`config.mk`:
```
export PLATFORM = sky130hd
export DESIGN_NAME = console_key_receiver
export DESIGN_NICKNAME = d
export VERILOG_FILES = /design/src/rtl/console_pkg.sv /design/src/rtl/key_debounce.sv /design/src/rtl/console_key_receiver.sv
export SDC_FILE = /design/constraint.sdc
export NUM_CORES = 1
export LEC_CHECK = 0
export BUFFER_PORTS_ARGS = -buffer_cell sky130_fd_sc_hd__buf_4
export CAP_MARGIN = 30
export CORE_ASPECT_RATIO = 0.9
export CORE_UTILIZATION = 53
export CTS_CLUSTER_DIAMETER = 60
export DETAILED_ROUTE_END_ITERATION = 8
export PLACE_DENSITY_LB_ADDON = 0.12
export REMOVE_ABC_BUFFERS = 1
export SETUP_SLACK_MARGIN = 0.3
export SYNTH_ARGS = -nofsm -noshare
export SYNTH_HDL_FRONTEND = slang
export SYNTH_HIERARCHICAL = 1
export SYNTH_SLANG_ARGS = --single-unit
```
`constraint.sdc`:
```
create_clock -name clk -period 2.1 [get_ports clk]
set_input_delay 0.42 -clock clk [delete_from_list [all_inputs] [get_ports clk]]
set_output_delay 0.42 -clock clk [all_outputs]
set_load 0.01 [all_outputs]
```
`src/rtl/console_pkg.sv`:
```
// -----------------------------------------------------------------------------
// console_pkg
// Shared definitions for the 1620 console panel key path: default sizing,
// symbolic key indices and the pull-up contact conversion also used by the
// SMS card models.
// -----------------------------------------------------------------------------
package console_pkg;

  localparam int N_KEYS_DEFAULT          = 8;
  localparam int DEBOUNCE_CYCLES_DEFAULT = 16;

  // Console key positions on the key_n bus.
  localparam int KEY_START       = 0;
  localparam int KEY_STOP        = 1;
  localparam int KEY_RESET       = 2;
  localparam int KEY_INSERT      = 3;
  localparam int KEY_RELEASE     = 4;
  localparam int KEY_SIE         = 5;
  localparam int KEY_SCE         = 6;
  localparam int KEY_DISPLAY_MAR = 7;

  // Active-low contact with pull-up: only a solid 0 means pressed; an open
  // contact (z) or an undriven/unknown line reads as released.
  function automatic logic pull_up_pressed(input logic raw_n);
    return (raw_n === 1'b0);
  endfunction

endpackage

```
`src/rtl/key_debounce.sv`:
```
// -----------------------------------------------------------------------------
// key_debounce
// One console key: pull-up conversion, 2-flop synchronizer, stability counter,
// debounced level and one-cycle press/release pulses.
//   clk, rst_n   : clock, asynchronous active-low reset
//   key_n        : raw active-low contact
//   key_level    : debounced state, 1 = pressed
//   key_press    : registered pulse in the cycle key_level rises
//   key_release  : registered pulse in the cycle key_level falls
//   press_next   : combinational, high in the cycle before key_press, so the
//                  top can capture the press on the same edge as key_press
// -----------------------------------------------------------------------------
module key_debounce
  import console_pkg::*;
#(
  parameter int DEBOUNCE_CYCLES = DEBOUNCE_CYCLES_DEFAULT
) (
  input  logic clk,
  input  logic rst_n,
  input  logic key_n,
  output logic key_level,
  output logic key_press,
  output logic key_release,
  output logic press_next
);

  localparam int CNT_W = $clog2(DEBOUNCE_CYCLES + 1);

  logic [1:0]       sync_q;
  logic             sample;
  logic [CNT_W-1:0] cnt_q;
  logic             toggle;

  assign sample = sync_q[1];

  // The counter already holds DEBOUNCE_CYCLES-1 differing samples, so the
  // current differing sample is the DEBOUNCE_CYCLES-th: accept the change now.
  assign toggle     = (sample != key_level) && (cnt_q == CNT_W'(DEBOUNCE_CYCLES - 1));
  assign press_next = toggle && !key_level;

  // NOTE: sequential state uses non-blocking assignments so every flop samples
  // the pre-edge value of its neighbours (the synchronizer chain relies on it).
  always_ff @(posedge clk or negedge rst_n) begin
    if (!rst_n) begin
      sync_q      <= '0;
      cnt_q       <= '0;
      key_level   <= 1'b0;
      key_press   <= 1'b0;
      key_release <= 1'b0;
    end else begin
      sync_q <= {sync_q[0], pull_up_pressed(key_n)};

      if (sample == key_level || toggle) begin
        cnt_q <= '0;
      end else begin
        cnt_q <= cnt_q + 1'b1;
      end

      if (toggle) begin
        key_level <= ~key_level;
      end
      key_press   <= press_next;
      key_release <= toggle && key_level;
    end
  end

endmodule

```
`src/rtl/console_key_receiver.sv`:
```
// -----------------------------------------------------------------------------
// console_key_receiver
// Debounces N_KEYS active-low console contacts and queues press events.
// Presses are merged into a pending mask and presented one at a time, lowest
// index first, through a valid/ack event register.
//   clk, rst_n   : clock, asynchronous active-low reset
//   key_n        : raw contacts, active low (open = released)
//   key_level    : debounced level per key, 1 = pressed
//   key_press    : one-cycle pulse per key when key_level rises
//   key_release  : one-cycle pulse per key when key_level falls
//   any_pressed  : OR of key_level
//   event_valid  : event register holds an unacknowledged press
//   event_code   : index of the buffered key
//   event_ack    : consumer accepts the current event
//   overrun      : sticky, a press merged into an already pending key
// -----------------------------------------------------------------------------
module console_key_receiver
  import console_pkg::*;
#(
  parameter  int N_KEYS          = N_KEYS_DEFAULT,
  parameter  int DEBOUNCE_CYCLES = DEBOUNCE_CYCLES_DEFAULT,
  localparam int CODE_W          = (N_KEYS > 1) ? $clog2(N_KEYS) : 1
) (
  input  logic              clk,
  input  logic              rst_n,
  input  logic [N_KEYS-1:0] key_n,
  output logic [N_KEYS-1:0] key_level,
  output logic [N_KEYS-1:0] key_press,
  output logic [N_KEYS-1:0] key_release,
  output logic              any_pressed,
  output logic              event_valid,
  output logic [CODE_W-1:0] event_code,
  input  logic              event_ack,
  output logic              overrun
);

  logic [N_KEYS-1:0] press_next;
  logic [N_KEYS-1:0] pending_q;
  logic [N_KEYS-1:0] load_mask;
  logic [CODE_W-1:0] sel_code;
  logic              pending_any;
  logic              load;

  for (genvar i = 0; i < N_KEYS; i++) begin : g_key
    key_debounce #(
      .DEBOUNCE_CYCLES (DEBOUNCE_CYCLES)
    ) u_debounce (
      .clk         (clk),
      .rst_n       (rst_n),
      .key_n       (key_n[i]),
      .key_level   (key_level[i]),
      .key_press   (key_press[i]),
      .key_release (key_release[i]),
      .press_next  (press_next[i])
    );
  end

  assign any_pressed = |key_level;
  assign pending_any = |pending_q;

  // An ack while the register is empty is harmless: the register loads
  // whenever it is empty anyway.
  assign load = !event_valid || event_ack;

  // Lowest set index wins: scan downwards so the last hit is the lowest.
  // NOTE: every always_comb output gets a default first, so no path can hold
  // an old value and infer a latch.
  always_comb begin
    sel_code = '0;
    for (int i = N_KEYS - 1; i >= 0; i--) begin
      if (pending_q[i]) begin
        sel_code = CODE_W'(i);
      end
    end
  end

  always_comb begin
    load_mask = '0;
    for (int i = 0; i < N_KEYS; i++) begin
      load_mask[i] = load && pending_q[i] && (sel_code == CODE_W'(i));
    end
  end

  always_ff @(posedge clk or negedge rst_n) begin
    if (!rst_n) begin
      pending_q   <= '0;
      event_valid <= 1'b0;
      event_code  <= '0;
      overrun     <= 1'b0;
    end else begin
      // A new press on the key being loaded this cycle re-arms it (set wins)
      // and is a fresh event, not an overrun.
      pending_q <= (pending_q & ~load_mask) | press_next;

      if (|(press_next & pending_q & ~load_mask)) begin
        overrun <= 1'b1;
      end

      if (load) begin
        event_valid <= pending_any;
        if (pending_any) begin
          event_code <= sel_code;
        end
      end
    end
  end

endmodule

```
==> out/results.ini <==
[clock_tree]
cts-buffers-inserted=9
clkTransAtPathRegs_ns=0.08
clockBufferDepth=2
htreeDepth=3
clock-sinks=93
tritoncts=done
root_buffer=sky130_fd_sc_hd__clkbuf_8
worst_skew_pair.late_latency_ns=0.35

[layout]
final_core_utilization_pct=65.8
syn_to_final_growth_pct=19.3
finalNetCount=399
total_area_of_multi_input_combinational_cells_mm2=0.00155
register_area_mm2=0.00233
finish.instance_area_mm2=0.00465
drive_above_1_share_pct=28.3
n_antenna_cell=0
fin_cells=461
final.fill_count=551

[yosys]
avgSynthCellArea_um2=13.0
number_of_enable_type_register_cells_in_the_synthesized_netlist=0
synthCells=300
synth.distinct_cells=36
synth-adder-area-share_pct=7.70
synth_simple_gate_area_share_pct=17.7
yosys.area.top_type_share_pct=59.7
synth_top_cell_by_area=sky130_fd_sc_hd__dfrtp_1
synth_top_family_by_area=simple AND/OR/NAND/NOR gates
yosysWarningCount=6
synth-compound-area-share_pct=6.96
post_synth_most_frequent_cells=93 x sky130_fd_sc_hd__dfrtp_1, 24 x sky130_fd_sc_hd__ha_1, 24 x sky130_fd_sc_hd__nor3_1, 18 x sky130_fd_sc_hd__inv_1, 16 x sky130_fd_sc_hd__xnor2_1
share_of_synthesized_area_spent_on_multiplexers_pct=2.02
netlist_top_cells_area=sky130_fd_sc_hd__dfrtp_1 60%, sky130_fd_sc_hd__ha_1 7.7%, sky130_fd_sc_hd__xnor2_1 3.6%
synth_seq_cells=93
synth-async-reset-ratio_pct=100
netlist_area_mm2=0.00390
synth_seq_area_share_pct=59.7
synthXorXnorAreaFrac_pct=3.59
synthMostInstantiatedCell=sky130_fd_sc_hd__dfrtp_1
synth_top_flop_cell=sky130_fd_sc_hd__dfrtp_1

[timing]
final_period_minus_worst_setup_slack_ns=1.78
timing_worst_slew_pin_value_ns=0.493
setup_total_negative_slack_ns=0
hold_ws_ns=0.201
grt_setup_unrepaired=yes
drv_slew=0
timing.clock.skew_ns=0.00854
max_clock_freq_ghz=0.561
max_slew_margin_pct=66.9
finalCritPeriodShare_pct=84.9
setup_viol_count_final=0
timing_hold_violations_final=0

[route]
detail_route.vias_per_cell=5.47
detail-route-antenna-nets=0
drt-initial-drc-count=105
drcViolationCount=0
total_via_count_in_the_routed_design=2520
routed_wire_length_per_instance_um=14.3
drt_wirelength_um=6600
first_pass_iters=4

[global_route]
grt_max_degree=56
global_route.usage.total_pct=19.1
grt_overflow_total=0
first_global_vias=2393
number_of_antenna_violations_at_the_first_check_in_global_routing=0
wire_length_of_the_first_global_routing_pass_um=11100

[critical_path]
cp_cell_sequence=nor4_4 > nand2_1 > buf_4
setup.worst_path.class=reg -> out
start_kind=flip-flop
critical-path-slowest-cell=sky130_fd_sc_hd__dfrtp_2
cp-end-kind=output port
critical_path.reg2reg.endpoint=overrun
regToRegStartpoint=g_key[4].u_debounce/cnt_q[1]
cp.required_ns=1.68
crit_arrival_ns=1.36
path_buf_inv=1
slowest_stage_delay_on_critical_path_ns=0.44
reg2reg_slack_ns=0.38
critical_path_peak_fanout=2
timing.reg2reg.worst_path_depth=7
timing.critical_path.max_delay_family=flip-flops

[floorplanning]
floorplan.io_pins=41
floorplan.die.height_um=83.4
start_util_pct=55.1
die_area_mm2=0.00771
placementRows=29
chipWidth_um=92.4
placeableCoreArea_mm2=0.00708

[power_and_ir_drop]
peakVddDrop_mv=0.490
cellPowerDensity_mw_per_mm2=655
static-leakage-power_nw=2.32

[placement]
gp_congestion=0.824
detailed_place_hpwl_um=4620
place_area_mm2=0.00434
place.port_buffers=40
placedCellCount=436

[min_path]
worstHoldPathCells=2
class_of_the_tightest_hold_or_removal_check=in -> reg
min-delay-start=key_n[7]
worstHoldEndpoint=g_key[7].u_debounce/sync_q[0]

[run]
maxCapViolations=0

[status]
outcome=finished, final reports clean

==> flip-flops by register name (all words and copies together) (netlist names) <==
signal and cells:
g_key.u_debounce/cnt_q 40, g_key.u_debounce/key_level 8, pending_q 8, g_key.u_debounce/key_release 8
g_key.u_debounce/sync_q 16, event_code 3, g_key.u_debounce/key_press 8, event_valid 1
overrun 1
==> stage by stage <==
stage | setup slack (ns) | total power [mW]
after CTS | 0.305 | 3.10
after floorplan | 0.413 | 1.99
after global placement | 0.334 | 2.07
after detailed placement | 0.290 | 2.07
after global routing | 0.253 | 3.22
final | 0.317 | 3.05
==> worst max-delay path by stage <==
stage	startpoint	to	slack [ns]	depth (start not counted)
finish	g_key[5].u_debounce/key_level	any_pressed	0.32	3
global route	g_key[4].u_debounce/cnt_q[1]	overrun	0.25	7
CTS	g_key[1].u_debounce/key_level	any_pressed	0.30	3
detailed placement	g_key[2].u_debounce/cnt_q[0]	overrun	0.29	7
global placement	g_key[2].u_debounce/cnt_q[0]	overrun	0.33	7
floorplan	g_key[2].u_debounce/cnt_q[0]	overrun	0.41	7
==> cell families (layout without fill, tap and decap cells) <==
kind of cell,after synthesis,count (layout)
AO/OA/AOI/OAI,41,41
buffers and inverters,20,88
AND/OR/NAND/NOR,99,99
adder cells (fa/ha/maj),24,24
multiplexers,7,7
flip-flops,93,93
XOR/XNOR,16,16
==> per-layer routing <==
metal / GRT usage, % / routed length (µm) / vias up / part of all wire, %
li1: - / - / 1213 / -
met1: 25.7 / 3130 / 1257 / 47
met2: 29.4 / 3120 / 46 / 47
met3: 6.14 / 293 / 4 / 4.4
met4: 5.97 / 62 / 0 / 0.94
met5: 0 / 0 / - / 0
==> power by group <==
part	internal (mW)	switching, mW
Clock	0.454	0.541
Sequential	1.84	0.0436
Combinational	0.0817	0.0859
==> area by class of cell <==
cell class | count | share of cell area (%)
Sequential cell | 93 | 50.1
Multi-Input combinational cell | 187 | 33.3
Timing Repair Buffer | 55 | 9.19
Clock buffer | 13 | 3.20
Tap cell | 93 | 2.50
Inverter | 18 | 1.45
Clock inverter | 2 | 0.215
==> worst register-to-register path, cell delays in order, from the launching register on <==
cell and delay (ns):
sky130_fd_sc_hd__dfrtp_1 0.40, sky130_fd_sc_hd__ha_2 0.19, sky130_fd_sc_hd__and3_4 0.18, sky130_fd_sc_hd__ha_2 0.18, sky130_fd_sc_hd__and3b_2 0.21, sky130_fd_sc_hd__o211ai_1 0.10
sky130_fd_sc_hd__and4_2 0.24, sky130_fd_sc_hd__nand4_1 0.08
==> cell usage in the layout, fill, tap and decap left out, types with 5 or more instances in the layout <==
cell | synthesis | routed
sky130_fd_sc_hd__nor4_2 | 8 | 8
sky130_fd_sc_hd__o21bai_1 | 8 | 8
sky130_fd_sc_hd__a21o_1 | 6 | 6
sky130_fd_sc_hd__dfrtp_1 | 93 | 89
sky130_fd_sc_hd__buf_4 | 0 | 53
sky130_fd_sc_hd__mux2_1 | 7 | 7
sky130_fd_sc_hd__nor2_1 | 6 | 5
sky130_fd_sc_hd__ha_1 | 24 | 14
sky130_fd_sc_hd__nor3_1 | 24 | 24
sky130_fd_sc_hd__clkbuf_8 | 0 | 10
sky130_fd_sc_hd__ha_2 | 0 | 10
sky130_fd_sc_hd__and4_1 | 8 | 8
sky130_fd_sc_hd__o21ai_0 | 6 | 6
sky130_fd_sc_hd__nor3b_1 | 9 | 9
sky130_fd_sc_hd__a21oi_1 | 11 | 11
sky130_fd_sc_hd__inv_1 | 18 | 18
sky130_fd_sc_hd__and3b_1 | 14 | 11
sky130_fd_sc_hd__xnor2_1 | 16 | 16
==> what timing repair did <==
item,in CTS,in global routing
hold buffers,1,0
resized for setup,4,21
endpoints found under the hold margin,1,0
buffers inserted,4,5
pin swaps,1,5
setup endpoints to repair,2,2
(Power assumes the default switching activity.)
